===== src/rtl/store_buffer_pkg.sv =====
// Shared types and helpers for the store buffer.
//   sb_entry_t   : one buffered store {addr, is_byte, data}
//   SB_WORD_MASK : byte-enable mask of a full word access
//   byte_mask()  : byte-enable mask of an access from its size and low address bits
package store_buffer_pkg;

  localparam int unsigned SB_DW = 32;
  localparam logic [3:0] SB_WORD_MASK = 4'hF;

  typedef struct packed {
    logic [SB_DW-1:0] addr;
    logic             is_byte;
    logic [SB_DW-1:0] data;
  } sb_entry_t;

  function automatic logic [3:0] byte_mask(input logic is_byte, input logic [1:0] off);
    return is_byte ? (4'b0001 << off) : SB_WORD_MASK;
  endfunction

endpackage


===== src/rtl/sb_fifo.sv =====
// Circular storage for the store buffer.
//   push_i/push_entry_i : enqueue at tail on the rising edge
//   pop_i               : retire head on the rising edge (push and pop may coincide)
//   head_o              : oldest entry
//   entries_o/tail_o    : raw storage and tail pointer for the forwarding CAM
//   count_o/full_o/empty_o : occupancy
// Caller guarantees no push when full without a pop, and no pop when empty.
module sb_fifo
  import store_buffer_pkg::*;
#(
  parameter int unsigned Depth = 4,
  localparam int unsigned PtrW = $clog2(Depth)
) (
  input  logic            clk,
  input  logic            rst_n,
  input  logic            push_i,
  input  sb_entry_t       push_entry_i,
  input  logic            pop_i,
  output sb_entry_t       head_o,
  output sb_entry_t       entries_o [Depth],
  output logic [PtrW-1:0] tail_o,
  output logic [PtrW:0]   count_o,
  output logic            full_o,
  output logic            empty_o
);

  logic [PtrW-1:0] head_q, head_d, tail_q, tail_d;
  logic [PtrW:0]   count_q, count_d;
  sb_entry_t       mem_q [Depth];

  always_comb begin
    head_d  = head_q;
    tail_d  = tail_q;
    count_d = count_q + {{PtrW{1'b0}}, push_i} - {{PtrW{1'b0}}, pop_i};
    if (push_i) tail_d = tail_q + 1'b1;
    if (pop_i)  head_d = head_q + 1'b1;
  end

  always_ff @(posedge clk or negedge rst_n) begin
    if (!rst_n) begin
      head_q  <= '0;
      tail_q  <= '0;
      count_q <= '0;
    end else begin
      head_q  <= head_d;
      tail_q  <= tail_d;
      count_q <= count_d;
    end
  end

  // Payload needs no reset: entries are only observed below count_q.
  always_ff @(posedge clk) begin
    if (push_i) mem_q[tail_q] <= push_entry_i;
  end

  assign head_o    = mem_q[head_q];
  assign entries_o = mem_q;
  assign tail_o    = tail_q;
  assign count_o   = count_q;
  assign full_o    = (count_q == (PtrW+1)'(Depth));
  assign empty_o   = (count_q == '0);

endmodule


===== src/rtl/store_buffer.sv =====
// FIFO store buffer between the MEM stage and data_memory.
//   req_*       : MEM-stage request (store or load); req_ready_o=0 stalls MEM
//   rd_o        : load data (forwarded from the buffer or passed through from memory)
//   empty_o     : no buffered stores
//   mem_*       : shared data_memory port; drains one store per cycle when no load needs it
module store_buffer
  import store_buffer_pkg::*;
#(
  parameter int unsigned DATA_WIDTH = 32,
  parameter int unsigned BYTE_WIDTH = 8,
  parameter int unsigned DEPTH      = 4
) (
  input  logic                  clk,
  input  logic                  rst_n,
  input  logic                  req_valid_i,
  input  logic                  req_we_i,
  input  logic                  req_byte_i,
  input  logic [DATA_WIDTH-1:0] req_addr_i,
  input  logic [DATA_WIDTH-1:0] req_wd_i,
  output logic                  req_ready_o,
  output logic [DATA_WIDTH-1:0] rd_o,
  output logic                  empty_o,
  output logic                  mem_we_o,
  output logic                  mem_byte_op_o,
  output logic [DATA_WIDTH-1:0] mem_addr_o,
  output logic [DATA_WIDTH-1:0] mem_wd_o,
  input  logic [DATA_WIDTH-1:0] mem_rd_i
);

  localparam int unsigned PtrW = $clog2(DEPTH);

  sb_entry_t       head, push_entry;
  sb_entry_t       entries [DEPTH];
  logic [PtrW-1:0] tail, idx;
  logic [PtrW:0]   count;
  logic            full, empty, push, drain;
  logic            load_req, store_req, hit, covered, fwd, stall, load_port;
  logic [3:0]      need_mask, emask, hit_mask;
  sb_entry_t       hit_ent;
  logic [BYTE_WIDTH-1:0] fwd_byte;
  logic            yield_q;

  assign load_req   = req_valid_i & ~req_we_i;
  assign store_req  = req_valid_i & req_we_i;
  assign need_mask  = byte_mask(req_byte_i, req_addr_i[1:0]);
  assign push_entry = '{addr: req_addr_i, is_byte: req_byte_i, data: req_wd_i};

  // Walk oldest to youngest so the youngest overlapping entry is the one kept.
  always_comb begin
    hit      = 1'b0;
    hit_ent  = '0;
    hit_mask = '0;
    idx      = '0;
    emask    = '0;
    for (int k = DEPTH; k >= 1; k--) begin
      if (k <= int'(count)) begin
        idx   = tail - PtrW'(k);
        emask = byte_mask(entries[idx].is_byte, entries[idx].addr[1:0]);
        if (entries[idx].addr[SB_DW-1:2] == req_addr_i[DATA_WIDTH-1:2] &&
            (emask & need_mask) != 4'h0) begin
          hit      = 1'b1;
          hit_ent  = entries[idx];
          hit_mask = emask;
        end
      end
    end
  end

  assign covered   = ((hit_mask & need_mask) == need_mask);
  assign fwd       = load_req & hit & covered;
  assign stall     = load_req & hit & ~covered;
  // A stalled load hands the port to the drain every other cycle so it cannot deadlock.
  assign load_port = load_req & ~fwd & ~(stall & yield_q);
  assign drain     = (count != '0) & ~load_port;
  assign push      = store_req & (~full | drain);

  assign req_ready_o = ~(stall | (store_req & full & ~drain));

  // Byte entries hold their byte in [7:0]; word entries are indexed by the load offset.
  assign fwd_byte = hit_ent.is_byte ? hit_ent.data[BYTE_WIDTH-1:0]
                  : hit_ent.data[int'(req_addr_i[1:0]) * int'(BYTE_WIDTH) +: BYTE_WIDTH];

  always_comb begin
    rd_o = '0;
    if (rst_n && load_req) begin
      if (fwd) begin
        rd_o = req_byte_i ? {{(DATA_WIDTH-BYTE_WIDTH){1'b0}}, fwd_byte} : hit_ent.data;
      end else begin
        rd_o = mem_rd_i;
      end
    end
  end

  always_ff @(posedge clk or negedge rst_n) begin
    if (!rst_n) yield_q <= 1'b0;
    else        yield_q <= stall ? ~yield_q : 1'b0;
  end

  assign mem_we_o      = drain;
  assign mem_addr_o    = drain ? head.addr : req_addr_i;
  assign mem_byte_op_o = drain ? head.is_byte : req_byte_i;
  assign mem_wd_o      = drain ? head.data : '0;
  assign empty_o       = empty;

  sb_fifo #(
    .Depth(DEPTH)
  ) u_fifo (
    .clk         (clk),
    .rst_n       (rst_n),
    .push_i      (push),
    .push_entry_i(push_entry),
    .pop_i       (drain),
    .head_o      (head),
    .entries_o   (entries),
    .tail_o      (tail),
    .count_o     (count),
    .full_o      (full),
    .empty_o     (empty)
  );

endmodule


===== config.mk =====
export PLATFORM = sky130hd
export DESIGN_NAME = store_buffer
export DESIGN_NICKNAME = d
export VERILOG_FILES = /design/src/rtl/store_buffer_pkg.sv /design/src/rtl/sb_fifo.sv /design/src/rtl/store_buffer.sv
export SDC_FILE = /design/constraint.sdc
export NUM_CORES = 1
export LEC_CHECK = 0
export BUFFER_PORTS_ARGS = -buffer_cell sky130_fd_sc_hd__buf_2
export CELL_PAD_IN_SITES_DETAIL_PLACEMENT = 0
export CELL_PAD_IN_SITES_GLOBAL_PLACEMENT = 1
export CORE_MARGIN = 1.5
export CORE_UTILIZATION = 54
export CTS_CLUSTER_DIAMETER = 50
export DETAILED_ROUTE_END_ITERATION = 12
export PLACE_DENSITY = 0.95
export SLEW_MARGIN = 40
export SYNTH_ARGS = -nofsm -noshare
export SYNTH_HDL_FRONTEND = slang
export SYNTH_SLANG_ARGS = --single-unit
export TNS_END_PERCENT = 50

===== constraint.sdc =====
create_clock -name clk -period 20.3 [get_ports clk]
set_input_delay 4.06 -clock clk [delete_from_list [all_inputs] [get_ports clk]]
set_output_delay 4.06 -clock clk [all_outputs]
set_load 0.02 [all_outputs]

==> run_results.csv <==
group,metric,value,unit
power,ir_worst_vdd,0.000135,V
setup_path,cpMostUsedCell,"buf_2",
setup_path,cp.required,16240,ps
timing,fin_setup_tns,0,ps
routing,vias_per_cell,7.44,
global_routing,grt_max_degree,104,
die,placement_rows,74,
global_routing,grt_pass1_vias,17200,
setup_path,r2r_end,"u_fifo.count_o[2]",
placed_design,portBuffers,200,
die,ioPinCount,201,
finish,syn2layout_area_growth,10.3,%
power,power_density,146,nW/um^2
power,power,3.65,mW
timing,fmax,0.0770,GHz
setup_path,worstSetupStartpointType,"primary input",
timing,worst-slew-pin-transition,888,ps
setup_path,r2r_slack,11820,ps
cts,insertion_delay,540,ps
cts,cts_tree,"done",
routing,dr_total_vias,18500,
placed_design,hpwl,47600,microns
die,die_h,208,microns
timing,relSlewSlack,40.8,%
finish,layout-drive-gt1-share,32.3,%
setup_path,critical_path.max_fanout,45,
setup_path,crit_family,"compound AO/OA/AOI/OAI gates",
timing,setup_ws,7320,ps
synth,synth_nets,1951,
setup_path,cpPeakStageDelay,700,ps
routing,ant_nets,0,
cts,cts_htree_levels,2,
routing,dr.pass1.iters,6,
global_routing,antenna_found_initial,7,
setup_path,crit_type,"in2out",
synth,synthesis.area,22700,sq um
routing,drt_iter0_markers,2965,
synth,yosysTopAreaCell,"edfxtp_1",
cts,postCtsResizedCells,0,
cts,cts_root_buf,"clkbuf_16",
routing,routed_wl,72200,microns
synth,syn_inst,1841,
timing,finClkSkew,20.8,ps
job,maxCapViolCount,0,
placed_design,gp_routability_congestion,0.953,
synth,avgSynthCellArea,12.3,sq um
synth,synth_top_area_share,34.3,%
die,dieArea,43300,sq um
global_routing,grt_pass1_wl,110000,microns
timing,maxSlewViolCount,0,
synth,synth-main-ff-cell,"edfxtp_1",
cts,post_cts_buffers,0,
die,coreArea,41200,sq um
timing,min_period_over_period,64.0,%
setup_path,worst-path-stages,13,
timing,setup_violations,0,
placed_design,dp_slack,7340,ps
timing,hold_viol_final,0,
min_path,min_path_type,"reg2reg",
setup_path,cp-endpoint,"mem_addr_o[10]",
setup_path,critPathArrivalTime,8920,ps
synth,seq_area_frac_synth,35.2,%
finish,final_util,60.8,%
setup_path,end_kind,"output pin",
setup_path,cp-startpoint,"req_addr_i[24]",
cts,ctsLongestPathBuffers,3,
power,p_leak,8.48,nW
setup_path,slowest_stage,"a21oi_4",
synth,synth_cell_type_count,82,
timing,rsz0062_at_grt,"false",
status,status,"finished, final reports clean",
synth,synth_edf_count,260,
setup_path,ff2ff_path_depth,18,
routing,wire_per_inst,29.1,microns
synth,ys_ff_latch,268,
die,start_util,55.2,%
synth,synthTopCellsByArea,"edfxtp_1 (34%), mux4_2 (28%), xnor2_1 (3.9%)",
setup_path,reg2reg_from,"u_fifo.tail_o[0]",
synth,yosys_warnings,0,
setup_path,crit_buf_inv,3,
cts,ctsHoldBuffers,0,
cts,cts_sinks,268,
finish,fin_nets,2029,
global_routing,gr-usage-all-layers,33.1,%
die,die_w,208,microns
setup_path,cp_cell_sequence,"buf_2 > nor2b_1 > mux2i_1 > a2111oi_2 > nand4b_1 > or4_1 > o211ai_2 > a32oi_4 > a21oi_4 > buf_4 > nor2_1 > a311o_1 > buf_2",
synth,async_flop_share,2.99,%
cts,clk_pin_slew_worst_paths,50,ps
timing,post-route-min-period,12980,ps
global_routing,overflow,0,
cts,cts_inserted_buffers,35,
routing,drc,0,
## state kept, by name, summed over array words and instances (netlist names)
register and count:
yield_q 1, u_fifo.tail_o 2, u_fifo.head_q 2, u_fifo.count_o 3
u_fifo.entries_o 260
## metal layers
metal	vias up	global-route usage, %	share of wire (%)
met5	-	0	0.026
met4	4	10.4	3.5
met3	199	5.98	12
met2	1364	51.2	47
met1	9246	47.8	38
li1	7653	-	-
## per-stage QoR
stage | instance area (sq um) | std cells | hold slack [ps]
floorplan | 22700 | 1841 | 645
global placement | 23700 | 2409 | 669
detailed placement | 23800 | 2411 | 683
CTS | 25000 | 2474 | 698
global route | 25100 | 2480 | 739
finish | 25100 | 2482 | 708
## how the worst min path moves through the flow
stage	startpoint	to	slack, ps	cells after the start
floorplan	yield_q	u_fifo.head_q[1]	650	3
finish	yield_q	u_fifo.head_q[1]	710	3
detailed placement	yield_q	u_fifo.head_q[1]	680	3
CTS	yield_q	u_fifo.head_q[1]	700	3
global placement	yield_q	u_fifo.head_q[1]	670	3
global route	yield_q	u_fifo.head_q[1]	740	3
## cells in the final DEF (no fill, tap or decap), types with 6 or more instances in the layout
master / count
or4_1: 11
a22oi_1: 33
mux2i_1: 82
clkinv_1: 6
o21ai_0: 55
mux4_2: 287
buf_2: 200
o2111a_1: 6
inv_1: 22
a21oi_1: 77
nor4_1: 6
o21ba_2: 7
clkbuf_16: 37
ha_1: 7
and3_1: 13
o22ai_1: 30
xnor2_1: 102
a21o_1: 10
mux2_2: 18
and2_1: 12
nand2_1: 139
or3_1: 23
nand4b_1: 6
nor3_1: 16
nor2_1: 110
o31ai_1: 11
o2bb2ai_1: 13
edfxtp_1: 260
a2111o_1: 9
nand4_1: 28
nand2b_1: 23
a211oi_1: 18
a311o_1: 33
o31a_1: 7
xor2_1: 17
clkbuf_1: 6
buf_4: 19
o21a_1: 10
buf_6: 7
nand3_1: 56
## cell usage after synthesis, drive strengths merged, types with 5 or more instances
library cell	n
o2111a	6
inv	23
buf	100
and2	12
o211ai	6
xor2	17
ha	8
and3	17
o31a	7
xnor2	102
clkbuf	91
nand2b	23
a22oi	34
nand3	56
dfrtp	8
nand4b	6
a21oi	79
mux2i	82
o2bb2ai	13
a311o	33
a2111o	9
o21ai	56
or3	25
nor2b	6
mux2	20
o31ai	11
nand2	140
o21a	10
a31oi	5
nor2	111
edfxtp	260
or4	12
nor4	8
o22ai	30
mux4	287
nor3	17
nand4	29
o21ba	7
a211oi	19
a21o	10
## power breakdown
part           leakage [nW]  switching (mW)  total (mW)  internal, mW
logic                  5.46            1.20        2.23          1.03
registers              2.45           0.119       0.795         0.676
clock network         0.564           0.248       0.633         0.386
total                  8.48            1.56        3.65          2.09
## cell type report
cell class              count  area (sq um)
repair buffers            232          1340
diodes                      5          12.5
fillers                  3099         16100
clock buffers              43           948
flip-flops and latches    268          8020
inverters                  25          93.8
well taps                 532           666
multi-input cells        1357         13800
clock inverters            20           225
## cell families after synthesis
logic type                 count (synthesis)  synth area share (%)
buffers and inverters                    216                  4.57
and+or+nand+nor                          473                  10.2
DFF                                      268                  35.2
AOI/OAI and AO/OA                        367                  11.8
muxes                                    389                  33.0
xor gates and xnor gates                 119                  4.58
adders and majority gates                  9                 0.528
## tightest hold or removal path, cell delays in order (launching register included)
cell and delay [ps]:
dfrtp_1 410, nand4_1 90, nand3_1 100, xor2_1 70
Power figures use the tool's default switching activity.
